===== src/rtl/ex_alu_stage.sv =====
// Execute stage: ALU, branch/jal resolution, EX/MEM register,
// registered PC redirect and single-slot wrong-path squash.
`ifndef ALU_CONTROL_WIDTH
`define ALU_CONTROL_WIDTH 4
`define ALU_ADD  4'd0
`define ALU_SUB  4'd1
`define ALU_XOR  4'd2
`define ALU_OR   4'd3
`define ALU_AND  4'd4
`define ALU_SLL  4'd5
`define ALU_SRL  4'd6
`define ALU_LT   4'd7
`define ALU_NULL 4'd8
`endif

module ex_alu_stage #(
  parameter int XLEN       = 32,
  parameter int ALU_CTL_W  = `ALU_CONTROL_WIDTH,
  parameter int REG_ADDR_W = 5
) (
  input  logic                  clk,
  input  logic                  rst,
  input  logic                  valid_in,
  input  logic [ALU_CTL_W-1:0]  ALU_ctl,
  input  logic [XLEN-1:0]       op_a,
  input  logic [XLEN-1:0]       op_b,
  input  logic [XLEN-1:0]       store_data_in,
  input  logic [XLEN-1:0]       pc_in,
  input  logic [XLEN-1:0]       imm_in,
  input  logic [REG_ADDR_W-1:0] rd_in,
  input  logic                  reg_write_in,
  input  logic                  mem_read_in,
  input  logic                  mem_write_in,
  input  logic                  is_branch_in,
  input  logic                  is_jal_in,
  input  logic                  stall,
  input  logic                  flush,
  output logic                  valid_out,
  output logic [XLEN-1:0]       alu_result,
  output logic [XLEN-1:0]       store_data_out,
  output logic [REG_ADDR_W-1:0] rd_out,
  output logic                  reg_write_out,
  output logic                  mem_read_out,
  output logic                  mem_write_out,
  output logic                  redirect_valid,
  output logic [XLEN-1:0]       redirect_pc
);

  logic [XLEN-1:0] alu_out;
  logic [XLEN-1:0] result;
  logic [XLEN-1:0] target;
  logic            lt;
  logic            is_sub;
  logic            is_lt;
  logic            taken;
  logic            squash;
  logic            accept;

  assign lt     = $signed(op_a) < $signed(op_b);
  assign is_sub = ALU_ctl == `ALU_SUB;
  assign is_lt  = ALU_ctl == `ALU_LT;

  always_comb begin
    alu_out = '0;
    unique case (1'b1)
      (ALU_ctl == `ALU_ADD): alu_out = op_a + op_b;
      (ALU_ctl == `ALU_SUB): alu_out = op_a - op_b;
      (ALU_ctl == `ALU_XOR): alu_out = op_a ^ op_b;
      (ALU_ctl == `ALU_OR):  alu_out = op_a | op_b;
      (ALU_ctl == `ALU_AND): alu_out = op_a & op_b;
      (ALU_ctl == `ALU_SLL): alu_out = op_a << op_b[4:0];
      (ALU_ctl == `ALU_SRL): alu_out = op_a >> op_b[4:0];
      (ALU_ctl == `ALU_LT):  alu_out = {{(XLEN-1){1'b0}}, lt};
      default:               alu_out = '0;
    endcase
  end

  // beq uses the SUB difference, blt the signed LT bit
  assign taken = is_jal_in
               | (is_branch_in & is_sub & (alu_out == '0))
               | (is_branch_in & is_lt & lt);

  assign result = is_jal_in ? pc_in + XLEN'(4) : alu_out;
  assign target = pc_in + imm_in;
  assign accept = valid_in & ~flush & ~squash;

  always_ff @(posedge clk) begin
    if (rst) begin
      valid_out      <= 1'b0;
      alu_result     <= '0;
      store_data_out <= '0;
      rd_out         <= '0;
      reg_write_out  <= 1'b0;
      mem_read_out   <= 1'b0;
      mem_write_out  <= 1'b0;
      redirect_valid <= 1'b0;
      redirect_pc    <= '0;
      squash         <= 1'b0;
    end else if (stall) begin
      redirect_valid <= 1'b0;
    end else if (accept) begin
      valid_out      <= 1'b1;
      alu_result     <= result;
      store_data_out <= store_data_in;
      rd_out         <= rd_in;
      reg_write_out  <= reg_write_in & ~is_branch_in;
      mem_read_out   <= mem_read_in;
      mem_write_out  <= mem_write_in;
      redirect_valid <= taken;
      squash         <= taken;
      if (taken)
        redirect_pc  <= target;
    end else begin
      valid_out      <= 1'b0;
      alu_result     <= '0;
      store_data_out <= '0;
      rd_out         <= '0;
      reg_write_out  <= 1'b0;
      mem_read_out   <= 1'b0;
      mem_write_out  <= 1'b0;
      redirect_valid <= 1'b0;
      squash         <= 1'b0;
    end
  end

endmodule


===== config.mk =====
export PLATFORM = sky130hd
export DESIGN_NAME = ex_alu_stage
export DESIGN_NICKNAME = d
export VERILOG_FILES = /design/src/rtl/ex_alu_stage.sv
export SDC_FILE = /design/constraint.sdc
export NUM_CORES = 1
export LEC_CHECK = 0
export BUFFER_PORTS_ARGS = -buffer_cell sky130_fd_sc_hd__buf_2
export CORE_AREA = 2 2 214 216
export DETAILED_ROUTE_END_ITERATION = 8
export DIE_AREA = 0 0 216 218
export HOLD_SLACK_MARGIN = 0.06
export PLACE_DENSITY_LB_ADDON = 0.12
export SETUP_SLACK_MARGIN = 0.3
export SLEW_MARGIN = 10
export SYNTH_ARGS = -nofsm -noshare
export SYNTH_HDL_FRONTEND = slang
export SYNTH_SLANG_ARGS = --single-unit

===== constraint.sdc =====
create_clock -name clk -period 11.4 [get_ports clk]
set_input_delay 0.57 -clock clk [delete_from_list [all_inputs] [get_ports clk]]
set_output_delay 0.57 -clock clk [all_outputs]
set_load 0.01 [all_outputs]

==> flow_metrics.env <==
export IMPL_run_status="complete, no violations"
export IMPL_yosys_area_share_xor_xnor_pct=4.134
export IMPL_whs_ps=405.6
export IMPL_synthesis_area_per_instance_um2=7.451
export IMPL_synth_compound_area_share_pct=32.54
export IMPL_layout_skew_ps=9.181
export IMPL_hold_viol=0
export IMPL_insertion_delay_ps=380
export IMPL_initial_antenna_violation_count=1
export IMPL_synth_edff_count=0
export IMPL_drc_errors=0
export IMPL_gpl_final_weighted_congestion=1.068
export IMPL_post_cts_setup_buffer_count=0
export IMPL_finalNetCount=2584
export IMPL_slew_headroom_pct=19.57
export IMPL_dp_final_hpwl_um=62090
export IMPL_dp_slack_ps=5103
export IMPL_worstMarginPinSlew_ps=1195
export IMPL_tritoncts_num_buffers=9
export IMPL_drt_pre_antenna_iters=5
export IMPL_leading_cell_type_in_the_layout_fill_and_taps_excluded="sky130_fd_sc_hd__buf_2"
export IMPL_timing_worst_setup_path_type="primary input to register"
export IMPL_fp_row_count=78
export IMPL_initial_standard_cell_utilization_of_the_core_pct=34.45
export IMPL_mappedNetlistNets=2404
export IMPL_flow_area_growth_from_synthesis_pct=13.35
export IMPL_yosys_warnings=0
export IMPL_post_synthesis_sequential_area_ratio_pct=13.85
export IMPL_cts_hold_repair_buffers=0
export IMPL_cp_bufs_invs=4
export IMPL_antenna_violating_nets_post_route=0
export IMPL_arithmetic_cell_share_of_the_synthesized_area_counting_full_adders_half_adders_and_majority_gates_pct=12.20
export IMPL_largest_net_degree_at_the_start_of_global_routing=75
export IMPL_totalPowerFinal_mw=1.450
export IMPL_clock_sink_count=107
export IMPL_timing_critical_path_slowest_cell_delay_ps=730
export IMPL_floorplan_die_area_mm2=0.04709
export IMPL_combined_area_of_the_multi_input_logic_cells_mm2=0.01233
export IMPL_routed_wirelength_um=78440
export IMPL_wl_per_cell_um=27.41
export IMPL_grt_first_pass_wirelength_um=114400
export IMPL_critPathLaunchType="primary input"
export IMPL_first_iter_violations=1883
export IMPL_most_common_layout_cells="283 x sky130_fd_sc_hd__buf_2, 174 x sky130_fd_sc_hd__a21oi_1, 173 x sky130_fd_sc_hd__nor2_1"
export IMPL_crit_family="compound AO/OA/AOI/OAI gates"
export IMPL_drv_slew=0
export IMPL_synth_top_family_by_area="compound AO/OA/AOI/OAI gates"
export IMPL_path_max_fanout=34
export IMPL_area_taken_by_flip_flops_and_latches_mm2=0.002142
export IMPL_holdCritPathClass="primary input to register"
export IMPL_postLayoutSetupSlackWorst_ps=5380
export IMPL_synthesis_instances=2076
export IMPL_required_ps=11640
export IMPL_post_synth_simple_gate_area_pct=19.68
export IMPL_leakagePower_nw=7.587
export IMPL_crit_path_end_kind="register"
export IMPL_async_flop_share_pct=0
export IMPL_synth_area_mm2=0.01547
export IMPL_max_clock_path_buffers=2
export IMPL_htreeDepth=3
export IMPL_tritoncts="yes"
export IMPL_powerDensity_mw_per_mm2=82.69
export IMPL_final_cells=2862
export IMPL_dr_total_vias=18090
export IMPL_grt_pass1_vias=17212
export IMPL_die_width_um=216
export IMPL_final_tns_setup_ps=0
export IMPL_cell_type_of_the_slowest_stage_on_the_worst_timing_path="sky130_fd_sc_hd__a2111oi_0"
export IMPL_cts_clk_slew_worst_paths_ps=80
export IMPL_synth_area_mux_share_pct=10.87
export IMPL_layout_drive_gt1_share_pct=19.02
export IMPL_design_core_area_mm2=0.04489
export IMPL_path_cells="buf_2 > clkinv_1 > buf_4 > ha_1 > o21ba_2 > o21bai_1 > nand3_1 > and4_1 > o31ai_1 > a31oi_1 > o211ai_1 > a22oi_1 > a2111oi_0 > nand2_1 > nand4b_1 > buf_4 > nand2_1 > o21ai_0"
export IMPL_vdd_ir_drop_max_mv=0.06678
export IMPL_max_freq_mhz=166.1
export IMPL_clockRootBuffer="sky130_fd_sc_hd__clkbuf_16"
export IMPL_cts_repair_resized=0
export IMPL_fillCellCount=4843
export IMPL_rsz_0062_raised_after_global_routing="no"
export IMPL_layout_min_cycle_time_ps=6020
export IMPL_fp_dieH_um=218
export IMPL_grt_util_all_layers_pct=32.07
export IMPL_routed_via_density=6.321
export IMPL_worst_endpoint_arrival_ps=6260
export IMPL_setup_viol=0
export IMPL_io_buffers=284
export IMPL_postSynth_topFlopCell="sky130_fd_sc_hd__dfxtp_1"
export IMPL_overall_overflow_remaining_after_global_route=0
export IMPL_placed_cells_incl_taps=2845
export IMPL_yosys_register_bits=107
export IMPL_min_period_over_period_pct=52.81
export IMPL_maxCapViolations=0
export IMPL_synth_distinct_cells=84
export IMPL_io_pins=285
==> registers in the layout, summed over array words and instances, names as in the netlist <==
| signal | count |
|---|---|
| valid_out | 1 |
| squash | 1 |
| alu_result | 32 |
| redirect_valid | 1 |
| reg_write_out | 1 |
| rd_out | 5 |
| store_data_out | 32 |
| mem_read_out | 1 |
| mem_write_out | 1 |
| redirect_pc | 32 |
==> per-stage QoR <==
stage	utilization [%]	instance area, um2
2_1_floorplan	-	15470
3_3_place_gp	38.38	17230
3_5_place_dp	38.38	17230
4_1_cts	39.05	17530
5_1_grt	39.05	17530
6_report	39.05	17530
==> path summary, 6_finish.rpt <==
check	from	endpoint	slack [ps]	cells past startpoint
worst max-delay path	op_b[1]	redirect_pc[27]	5380	18
worst max register to register	squash	alu_result[28]	9110	4
worst min-delay path	rd_in[1]	rd_out[1]	410	2
worst min register to register	alu_result[17]	alu_result[17]	450	2
==> power breakdown <==
group          switching [mW]  internal (mW)
clock network           0.165          0.161
registers             0.00532          0.384
logic                   0.483          0.252
==> final cells by class <==
type / count / share of cell area (%)
sequential: 107 / 12.22
clock buffer: 10 / 1.363
multi-input combinational: 1725 / 70.30
antenna: 1 / 0.01427
tap: 600 / 4.282
clock inverter: 6 / 0.3568
timing repair buffer: 311 / 9.278
inverter: 102 / 2.184
==> layer usage <==
layer  up-vias  GRT usage, %  part of all wire [%]
li1       8143             -                     -
met2       971         51.67                    44
met4         0         19.27                   6.8
met5         -             0                     0
met3       228         5.174                   7.7
met1      8748         40.31                    41
==> cell usage after synthesis, types with 28 or more instances <==
| library cell | count | share of area (%) |
|---|---|---|
| sky130_fd_sc_hd__a21o_1 | 28 | 1.4 |
| sky130_fd_sc_hd__a21oi_1 | 174 | 5.6 |
| sky130_fd_sc_hd__a22o_1 | 56 | 3.2 |
| sky130_fd_sc_hd__nand2_1 | 172 | 4.2 |
| sky130_fd_sc_hd__xor2_1 | 29 | 1.6 |
| sky130_fd_sc_hd__nand3_1 | 65 | 2.1 |
| sky130_fd_sc_hd__xnor2_1 | 44 | 2.5 |
| sky130_fd_sc_hd__ha_1 | 146 | 12 |
| sky130_fd_sc_hd__clkbuf_1 | 89 | 2.2 |
| sky130_fd_sc_hd__o22ai_1 | 29 | 1.2 |
| sky130_fd_sc_hd__dfxtp_1 | 107 | 14 |
| sky130_fd_sc_hd__a211oi_1 | 43 | 2.1 |
| sky130_fd_sc_hd__o21ai_0 | 141 | 4.6 |
| sky130_fd_sc_hd__nor3_1 | 47 | 1.5 |
| sky130_fd_sc_hd__inv_1 | 100 | 2.4 |
| sky130_fd_sc_hd__nand2b_1 | 31 | 1.3 |
| sky130_fd_sc_hd__mux2i_1 | 72 | 4.7 |
| sky130_fd_sc_hd__o211ai_1 | 29 | 1.4 |
| sky130_fd_sc_hd__mux2_2 | 28 | 2.0 |
| sky130_fd_sc_hd__nor2_1 | 176 | 4.3 |
==> kinds of logic (layout without fill, tap and decap cells) <==
group,count (synthesis),after routing
XOR/XNOR,73,73
buffers and inverters,244,429
adder cells (fa/ha/maj),149,149
multiplexers,129,129
AO/OA/AOI/OAI,741,741
flip-flops,107,107
AND/OR/NAND/NOR,633,633
other,0,1
No activity file was read; power rests on OpenSTA's default activity.
